[src/rtl/int_pipe_ctrl.sv]
// Pipeline sequencer: load-use stalls, interrupt accept/drain/vector, ERET return.
module int_pipe_ctrl #(
  parameter logic [31:0] VECTOR_ADDR  = 32'h0000_0008,
  parameter int unsigned DRAIN_CYCLES = 3
) (
  input  logic        clk,
  input  logic        rst,
  input  logic [4:0]  id_rs,
  input  logic [4:0]  id_rt,
  input  logic        id_use_rs,
  input  logic        id_use_rt,
  input  logic [4:0]  exe_rn,
  input  logic        exe_wreg,
  input  logic        exe_m2reg,
  input  logic [31:0] id_pc,
  input  logic        id_in_dslot,
  input  logic        id_eret,
  input  logic        intr,
  input  logic        ie,
  output logic        stall,
  output logic        id_flush,
  output logic        if_flush,
  output logic [1:0]  pc_sel,
  output logic [31:0] epc,
  output logic        ie_clr,
  output logic        ie_set,
  output logic        busy
);

  localparam int unsigned CNT_W = 3;
  localparam logic [CNT_W-1:0] CNT_INIT = CNT_W'(DRAIN_CYCLES - 1);

  localparam logic [1:0] PC_NORMAL = 2'b00;
  localparam logic [1:0] PC_VECTOR = 2'b01;
  localparam logic [1:0] PC_EPC    = 2'b10;

  typedef enum logic [1:0] {
    RUN    = 2'b00,
    DRAIN  = 2'b01,
    VECTOR = 2'b10
  } state_t;

  // Elaboration-time parameter sanity: counter range and word-aligned vector.
  if (DRAIN_CYCLES < 1 || DRAIN_CYCLES > 7) begin : g_bad_drain
    $error("int_pipe_ctrl: DRAIN_CYCLES must be 1..7");
  end
  if (VECTOR_ADDR[1:0] != 2'b00) begin : g_bad_vector
    $error("int_pipe_ctrl: VECTOR_ADDR must be word aligned");
  end

  state_t           state, state_d;
  logic [CNT_W-1:0] cnt, cnt_d;
  logic [31:0]      epc_d;
  logic             pend, pend_d;
  logic             intr_q;
  logic             intr_edge;
  logic             lu;
  logic             acc;

  // Load-use hazard: EXE load result needed by ID, which forwarding cannot supply.
  assign lu = exe_wreg & exe_m2reg & (exe_rn != 5'd0) &
              ((id_use_rs & (exe_rn == id_rs)) | (id_use_rt & (exe_rn == id_rt)));

  // Interrupt is taken only at a clean instruction boundary in RUN.
  assign intr_edge = intr & ~intr_q;
  assign acc       = (state == RUN) & pend & ie & ~lu & ~id_in_dslot & ~id_eret;
  assign busy      = (state != RUN);

  // A fresh edge arriving in the accept cycle survives the clear.
  assign pend_d = acc ? intr_edge : (pend | intr_edge);

  // State, counter, saved PC and interrupt-edge tracking.
  always_ff @(posedge clk or posedge rst) begin
    if (rst) begin
      state  <= RUN;
      cnt    <= '0;
      epc    <= '0;
      pend   <= 1'b0;
      intr_q <= 1'b0;
    end else begin
      state  <= state_d;
      cnt    <= cnt_d;
      epc    <= epc_d;
      pend   <= pend_d;
      intr_q <= intr;
    end
  end

  // Next-state and pipeline control decode.
  always_comb begin
    state_d  = state;
    cnt_d    = cnt;
    epc_d    = epc;
    stall    = 1'b0;
    id_flush = 1'b0;
    if_flush = 1'b0;
    pc_sel   = PC_NORMAL;
    ie_clr   = 1'b0;
    ie_set   = 1'b0;
    case (state)
      RUN: begin
        if (lu) begin
          stall    = 1'b1;
          id_flush = 1'b1;
        end else if (id_eret) begin
          pc_sel   = PC_EPC;
          if_flush = 1'b1;
          id_flush = 1'b1;
          ie_set   = 1'b1;
        end else if (acc) begin
          stall    = 1'b1;
          id_flush = 1'b1;
          epc_d    = id_pc;
          cnt_d    = CNT_INIT;
          state_d  = DRAIN;
        end
      end
      DRAIN: begin
        stall    = 1'b1;
        id_flush = 1'b1;
        if (cnt == '0) begin
          state_d = VECTOR;
        end else begin
          cnt_d = cnt - CNT_W'(1);
        end
      end
      VECTOR: begin
        pc_sel   = PC_VECTOR;
        if_flush = 1'b1;
        id_flush = 1'b1;
        ie_clr   = 1'b1;
        state_d  = RUN;
      end
      default: state_d = RUN;
    endcase
  end

endmodule

[config.mk]
export PLATFORM = sky130hd
export DESIGN_NAME = int_pipe_ctrl
export DESIGN_NICKNAME = d
export VERILOG_FILES = /design/src/rtl/int_pipe_ctrl.sv
export SDC_FILE = /design/constraint.sdc
export NUM_CORES = 1
export LEC_CHECK = 0
export BUFFER_PORTS_ARGS = -buffer_cell sky130_fd_sc_hd__buf_2
export CAP_MARGIN = 10
export CORE_MARGIN = 4
export CORE_UTILIZATION = 51
export CTS_BUF_LIST = sky130_fd_sc_hd__clkbuf_8
export CTS_CLUSTER_DIAMETER = 200
export DETAILED_ROUTE_END_ITERATION = 6
export GPL_TIMING_DRIVEN = 0
export MAX_ROUTING_LAYER = met4
export PLACE_DENSITY = 0.9
export SLEW_MARGIN = 20
export SYNTH_ARGS = -nofsm -noshare
export SYNTH_HDL_FRONTEND = slang
export SYNTH_SLANG_ARGS = --single-unit
[constraint.sdc]
create_clock -name clk -period 3.74 [get_ports clk]
set_input_delay 0.187 -clock clk [delete_from_list [all_inputs] [get_ports clk]]
set_output_delay 0.187 -clock clk [all_outputs]
set_load 0.02 [all_outputs]
==> results.yml, run 1 <==
route:
  drt_iter0_drc: 65
  routed_wl_um: 4310
  viasPerCell: 5.081
  first_pass_iters: 4
  num_vias: 1514
  postRouteAntennaNets: 0
  wl_per_cell_um: 14.46
  drc_errors: 0
timing:
  fin_crit_sh_pct: 58.27
  setup_viol: 0
  slew_violations: 0
  rsz0062_at_grt: "no"
  tightest_slew_ps: 462.8
  tns_ps: 0
  clock_skew_ps: 5.801
  fmax_mhz: 458.8
  finalCriticalPeriod_ps: 2179
  relSlewSlack_pct: 69.10
  hold_violations: 0
clock_network:
  clockBufferDepth: 2
  cts_num_sinks: 39
  clock_latency_ps: 290
  cts_tree: "done"
  htreeDepth: 2
  cts_made_buffers: 5
  ctsResizeCount: 0
  post-cts-setup-buffer-count: 0
  cts_root_buf: "clkbuf_8"
  path_clk_slew_ps: 70
layout:
  fin_nets: 315
  fin_util_pct: 74.13
  syn_to_final_growth_pct: 34.31
  drive_above_1_share_pct: 58.73
  diodes: 0
synthesis:
  synth_edf_count: 0
  synthFlopType: "dfrtp_1"
  synth_largest_area_cell: "dfrtp_1"
  synth_top_area_share_pct: 50.98
  synthTopCellsByCount: "dfrtp_1 (39), mux2_2 (26), inv_1 (10), xor2_1 (8)"
  yosysSeqAreaShare_pct: 50.98
  synthTopCellsByArea: "dfrtp_1 (51%), mux2_2 (15%), mux2_4 (5.5%)"
  ys_ff_latch: 39
  yosys_warnings: 0
  synth_most_common_cell: "dfrtp_1"
  syn-num-nets: 210
  ys_types: 37
  avgSynthCellArea_sq_um: 13.11
  netlist_instances: 146
  synthesis.area_sq_mm: 0.001914
  async_flop_share_pct: 100.0
setup_path:
  startpoint_type: "flop"
  required_ps: 3910
  critPathArrivalTime_ps: 2350
  rr_startpoint: "state[0]"
  r2r_end: "state[0]"
  critPathLaunch: "state[0]"
  r2r_cells: 8
  crit_type: "flop to flop"
  reg2reg_slack_ps: 1560
  cp_max_fo: 10
  cp-end-kind: "flop"
run:
  maxCapViolCount: 0
power:
  peakVddDrop_uv: 493.1
  p_leak_nw: 1.342
  p_per_area_mw_per_mm2: 784.4
floorplanning:
  die_y_um: 69.27
  fp.dieW_um: 69.27
  start_util_pct: 55.19
  dieArea_sq_mm: 0.004798
  core-area_sq_mm: 0.003468
  ios: 97
  num_rows: 21
hold_path:
  min-delay-start: "intr"
  hold_class: "primary input to flop"
  whs_path_depth: 1
  hold_path_end: "intr_q"
placed_design:
  io_buffers: 96
  gp_routability_congestion: 0.9323
  place_hpwl_um: 3457
grt:
  grt-ovfl-total: 0
  grt_max_degree: 21
  grt_pass1_wl_um: 7203
  grt_pass1_vias: 1660
  grt_usage_pct: 18.83
  antenna_found_initial: 0
outcome:
  status: "finished clean"
-- registers in the layout, summed over array words and instances, names as in the netlist --
| signal | flops |
|---|---|
| intr_q | 1 |
| cnt | 3 |
| state | 2 |
| epc | 32 |
| pend | 1 |
-- critical path, cell delays in order (launching register included) --
cell and delay, ps:
dfrtp_1 420, inv_1 120, ha_1 290, nand4b_1 180, nor2_1 210, o21a_2 220, buf_6 160, a2bb2oi_2 160
mux2_4 300
-- logic make-up after synthesis --
logic type	after synthesis	synth area share, %
flip-flops	39	50.98
multiplexers	33	20.78
AND/OR/NAND/NOR	24	6.733
AO/OA/AOI/OAI	17	7.386
buffers and inverters	16	4.967
XOR/XNOR	10	4.575
adder cells (fa/ha/maj)	7	4.575
-- what timing repair did --
action                                  in CTS  in global routing
endpoints found under the setup margin       0                  0
endpoints found under the hold margin       19                  0
hold buffers                                 1                  0
-- through the flow --
step / instances / hold slack (ps) / setup slack (ps) / power (mW) / instance area, sq um
5_1_grt: 298 / 6.324 / 1364 / 2.150 / 2571
3_5_place_dp: 289 / 231.5 / 1595 / 1.768 / 2480
3_3_place_gp: 288 / 310.0 / 1629 / 1.717 / 2452
6_report: 298 / 14.98 / 1561 / 2.017 / 2571
4_1_cts: 298 / 8.440 / 1568 / 2.035 / 2571
2_1_floorplan: 146 / 218.4 / 1853 / 1.421 / 1914
-- power by group --
group | leakage [nW] | internal [mW] | switching, mW
combinational | 0.825 | 0.447 | 0.580
clock | 0.0505 | 0.125 | 0.135
sequential | 0.466 | 0.623 | 0.107
total | 1.34 | 1.19 | 0.822
-- area by class of cell --
| type | instances | area (sq um) |
|---|---|---|
| sequential | 39 | 975.9 |
| fill | 264 | 897.1 |
| multi-input combinational | 91 | 843.3 |
| timing repair buffer | 98 | 518.0 |
| clock buffer | 5 | 68.82 |
| buffer | 6 | 57.56 |
| tap | 46 | 57.56 |
| inverter | 10 | 37.54 |
| clock inverter | 3 | 12.51 |
-- how the worst max path moves through the flow --
| stage | end |
|---|---|
| after floorplan | state[0] |
| after global placement | state[0] |
| after detailed placement | state[0] |
| after CTS | epc[15] |
| after global routing | state[0] |
| final | state[0] |
-- cells in the final DEF, fill, tap and decap left out, types with 2 or more instances in the layout --
master,n
a21oi_1,2
buf_2,96
buf_4,3
clkbuf_8,5
dfrtp_1,39
ha_1,7
inv_1,11
mux2_2,26
mux2_4,7
nand2_1,5
nand3_1,2
nor2_1,6
nor4_1,2
o211ai_2,2
o22a_1,2
o22ai_1,2
xnor2_1,2
xor2_1,8
-- layer usage --
metal / global-route usage [%] / wire length, um
met5: - / 0
met4: 6.291 / 63
met3: 5.797 / 406
met2: 30.61 / 2000
met1: 22.24 / 1839
Power figures use the tool's default switching activity.
==> run 2, diff against run 1 <==
--- a/config.mk
+++ b/config.mk
@@ -5,16 +5,17 @@
 export SDC_FILE = /design/constraint.sdc
 export NUM_CORES = 1
 export LEC_CHECK = 0
+export ABC_AREA = 1
 export BUFFER_PORTS_ARGS = -buffer_cell sky130_fd_sc_hd__buf_2
 export CAP_MARGIN = 10
 export CORE_MARGIN = 4
-export CORE_UTILIZATION = 51
+export CORE_UTILIZATION = 43
 export CTS_BUF_LIST = sky130_fd_sc_hd__clkbuf_8
 export CTS_CLUSTER_DIAMETER = 200
 export DETAILED_ROUTE_END_ITERATION = 6
 export GPL_TIMING_DRIVEN = 0
 export MAX_ROUTING_LAYER = met4
-export PLACE_DENSITY = 0.9
+export PLACE_DENSITY = 0.8
 export SLEW_MARGIN = 20
 export SYNTH_ARGS = -nofsm -noshare
 export SYNTH_HDL_FRONTEND = slang
==> constraint.sdc (replaced) <==
create_clock -name clk -period 1.9 [get_ports clk]
set_input_delay 0.095 -clock clk [delete_from_list [all_inputs] [get_ports clk]]
set_output_delay 0.095 -clock clk [all_outputs]
set_load 0.02 [all_outputs]
==> run 2 against run 1 <==
Synthesized cell count rose by 76%; sequential power increased by 92%; sequential cell count did not move; utilization fell by 11 points; sequential share of layout area is 2.7 points lower; wire length up 20%; critical path type is now flop to output pin.
==> results.yml, run 2 <==
layout:
  largest_reg_flops: 32
  mostFrequentLayoutCell: "nand2_1"
  syn_to_final_growth_pct: 39.48
  drive_above_1_share_pct: 36.39
  regMostFlops: "epc"
  final_cell_mix: "nand2_1 (107), buf_2 (100), nand3_1 (41)"
  diodes: 0
  fin_util_pct: 62.78
  fillers: 418
  fin_cells: 423
  top_regs: "epc: 32 flops, cnt: 3 flops, state: 2 flops"
  fin_nets: 434
placed_design:
  dp.cells: 406
  place_hpwl_um: 3928
  gp_routability_congestion: 0.7705
  io_buffers: 96
setup_path:
  reg2reg_slack_ps: 140
  cp_max_fo: 5
  critPathLaunch: "state[0]"
  critPathArrivalTime_ps: 1710
  cp_num_cells: 9
  required_ps: 1800
  critical-path-slowest-cell: "dfrtp_1"
  critPathBufInv: 4
  crit_family: "simple AND/OR/NAND/NOR gates"
  r2r_cells: 12
  cp-end-kind: "output pin"
  crit_chain: "inv_2, ha_4, inv_2, nor2_2, nand3_2, nor2_4, buf_6, nand3b_1, buf_4"
  critPathCapture: "stall"
  crit_path_frequent_cell: "inv_2"
  rr_startpoint: "state[0]"
  slowest_delay_ps: 400
  crit_type: "flop to output pin"
  startpoint_type: "flop"
  r2r_end: "state[0]"
timing:
  tns_ps: 0
  setup_viol: 0
  tightest_slew_ps: 462.8
  relSlewSlack_pct: 68.82
  slew_violations: 0
  holdWs_ps: 30.79
  finalCriticalPeriod_ps: 1807
  fmax_mhz: 553.4
  hold_violations: 0
  clock_skew_ps: 1.780
  fin_crit_sh_pct: 95.10
hold_path:
  hold_class: "primary input to flop"
  min-delay-start: "id_pc[26]"
synthesis:
  ys_ff_latch: 39
  syn-num-nets: 321
  ys_types: 21
  async_flop_share_pct: 100.0
  synthTopCellsByCount: "nand2_1 (107), nand3_1 (41), dfrtp_1 (39), inv_1 (22), nor2_1 (13)"
  synth_largest_area_cell: "dfrtp_1"
  synthTopCellsByArea: "dfrtp_1 (49%), nand2_1 (20%), nand3_1 (10%)"
  synth_most_common_cell: "nand2_1"
  avgSynthCellArea_sq_um: 7.731
  synthFlopType: "dfrtp_1"
  netlist_instances: 257
  synth_edf_count: 0
  synthesis.area_sq_mm: 0.001987
  yosysSeqAreaShare_pct: 49.12
  yosys_warnings: 0
  synth_top_area_share_pct: 49.12
route:
  first_pass_iters: 5
  wl_per_cell_um: 12.25
  drc_errors: 0
  postRouteAntennaNets: 0
  viasPerCell: 4.730
  num_vias: 2001
  routed_wl_um: 5181
  drt_iter0_drc: 95
floorplanning:
  num_rows: 24
  die_y_um: 75.98
  start_util_pct: 45.01
  dieArea_sq_mm: 0.005772
  core-area_sq_mm: 0.004414
  fp.dieW_um: 75.98
  ios: 97
power:
  total_power_mw: 4.177
  p_per_area_mw_per_mm2: 1507
  peakVddDrop_uv: 680.6
  p_leak_nw: 1.689
clock_network:
  path_clk_slew_ps: 80
  cts_root_buf: "clkbuf_8"
  htreeDepth: 2
  clockBufferDepth: 2
  clock_latency_ps: 280
  cts_num_sinks: 39
  cts_tree: "done"
  cts_made_buffers: 5
grt:
  grt_max_degree: 24
  grt_pass1_vias: 1832
  antenna_found_initial: 0
  grt-ovfl-total: 0
  grt_pass1_wl_um: 8618
  grt_usage_pct: 18.47
outcome:
  status: "finished clean"
run:
  maxCapViolCount: 0
## run 2: cell count changes in the layout (fill, tap and decap cells not counted), moves of 4 or more
cell and change:
nor2_1 +7, inv_1 +8, inv_2 +4, nand2_1 +102, buf_4 +9, mux2_2 -26, xor2_1 -8, buf_2 +4
nand3_1 +39, mux2_4 -7
## run 2: layout make-up
| class | instances | area (sq um) | area share (%) |
|---|---|---|---|
| buffer | 10 | 66.31 | 2.393 |
| clock buffer | 6 | 82.58 | 2.980 |
| clock inverter | 2 | 35.03 | 1.264 |
| inverter | 24 | 90.09 | 3.251 |
| multi-input combinational | 184 | 873.3 | 31.51 |
| sequential | 39 | 975.9 | 35.21 |
| tap | 52 | 65.06 | 2.348 |
| timing repair buffer | 106 | 583.1 | 21.04 |
## run 2: metal layers
metal  up-vias  wire length [um]  track usage, %
li1       1024                 -               -
met1       916              2145           22.12
met2        53              2695           31.16
met3         8               271           4.728
met4         0                69           4.270
met5         -                 0               -
## run 2: repair_timing
| item | in CTS | in global routing |
|---|---|---|
| hold endpoints to repair | 17 | 0 |
| pin swaps | 1 | 0 |
| buffers inserted | 3 | 4 |
| setup endpoints to repair | 3 | 1 |
| resized for setup | 6 | 1 |
| hold buffers | 2 | 0 |
## run 2: logic make-up (layout without fill, tap and decap cells)
logic type	Yosys count	after routing	synth area share (%)
flip-flops	39	39	49.12
AO/OA/AOI/OAI	5	5	1.322
adder cells (fa/ha/maj)	7	7	4.408
XOR/XNOR	1	1	0.4409
AND/OR/NAND/NOR	171	171	37.15
buffers and inverters	34	148	7.557
## run 2: worst min-delay path by stage
stage,endpoint,depth (start not counted)
detailed placement,epc[15],2
floorplan,intr_q,0
finish,epc[26],3
global placement,intr_q,1
global route,epc[31],3
CTS,epc[16],3
## run 2: where the power goes
| group | total [mW] | internal (mW) | switching [mW] |
|---|---|---|---|
| sequential | 1.40 | 1.21 | 0.195 |
| combinational | 2.06 | 0.755 | 1.31 |
| clock | 0.712 | 0.425 | 0.287 |
## run 2: metrics by stage
stage	instance area, sq um	setup WS (ps)
floorplan	1987	158.3
global placement	2532	-50.52
detailed placement	2560	-90.29
CTS	2738	10.92
global route	2771	-3.843
finish	2771	93.11
## run 2: worst register-to-register path: stages (launching register included)
cell and delay (ps):
dfrtp_1 400, inv_2 100, ha_4 180, inv_2 70, nor2_2 90, nand3_2 100, nor2_4 140, buf_4 160
nand2_4 90, nand2_4 110, nand2_1 70, nand2_1 70, nand2_1 60
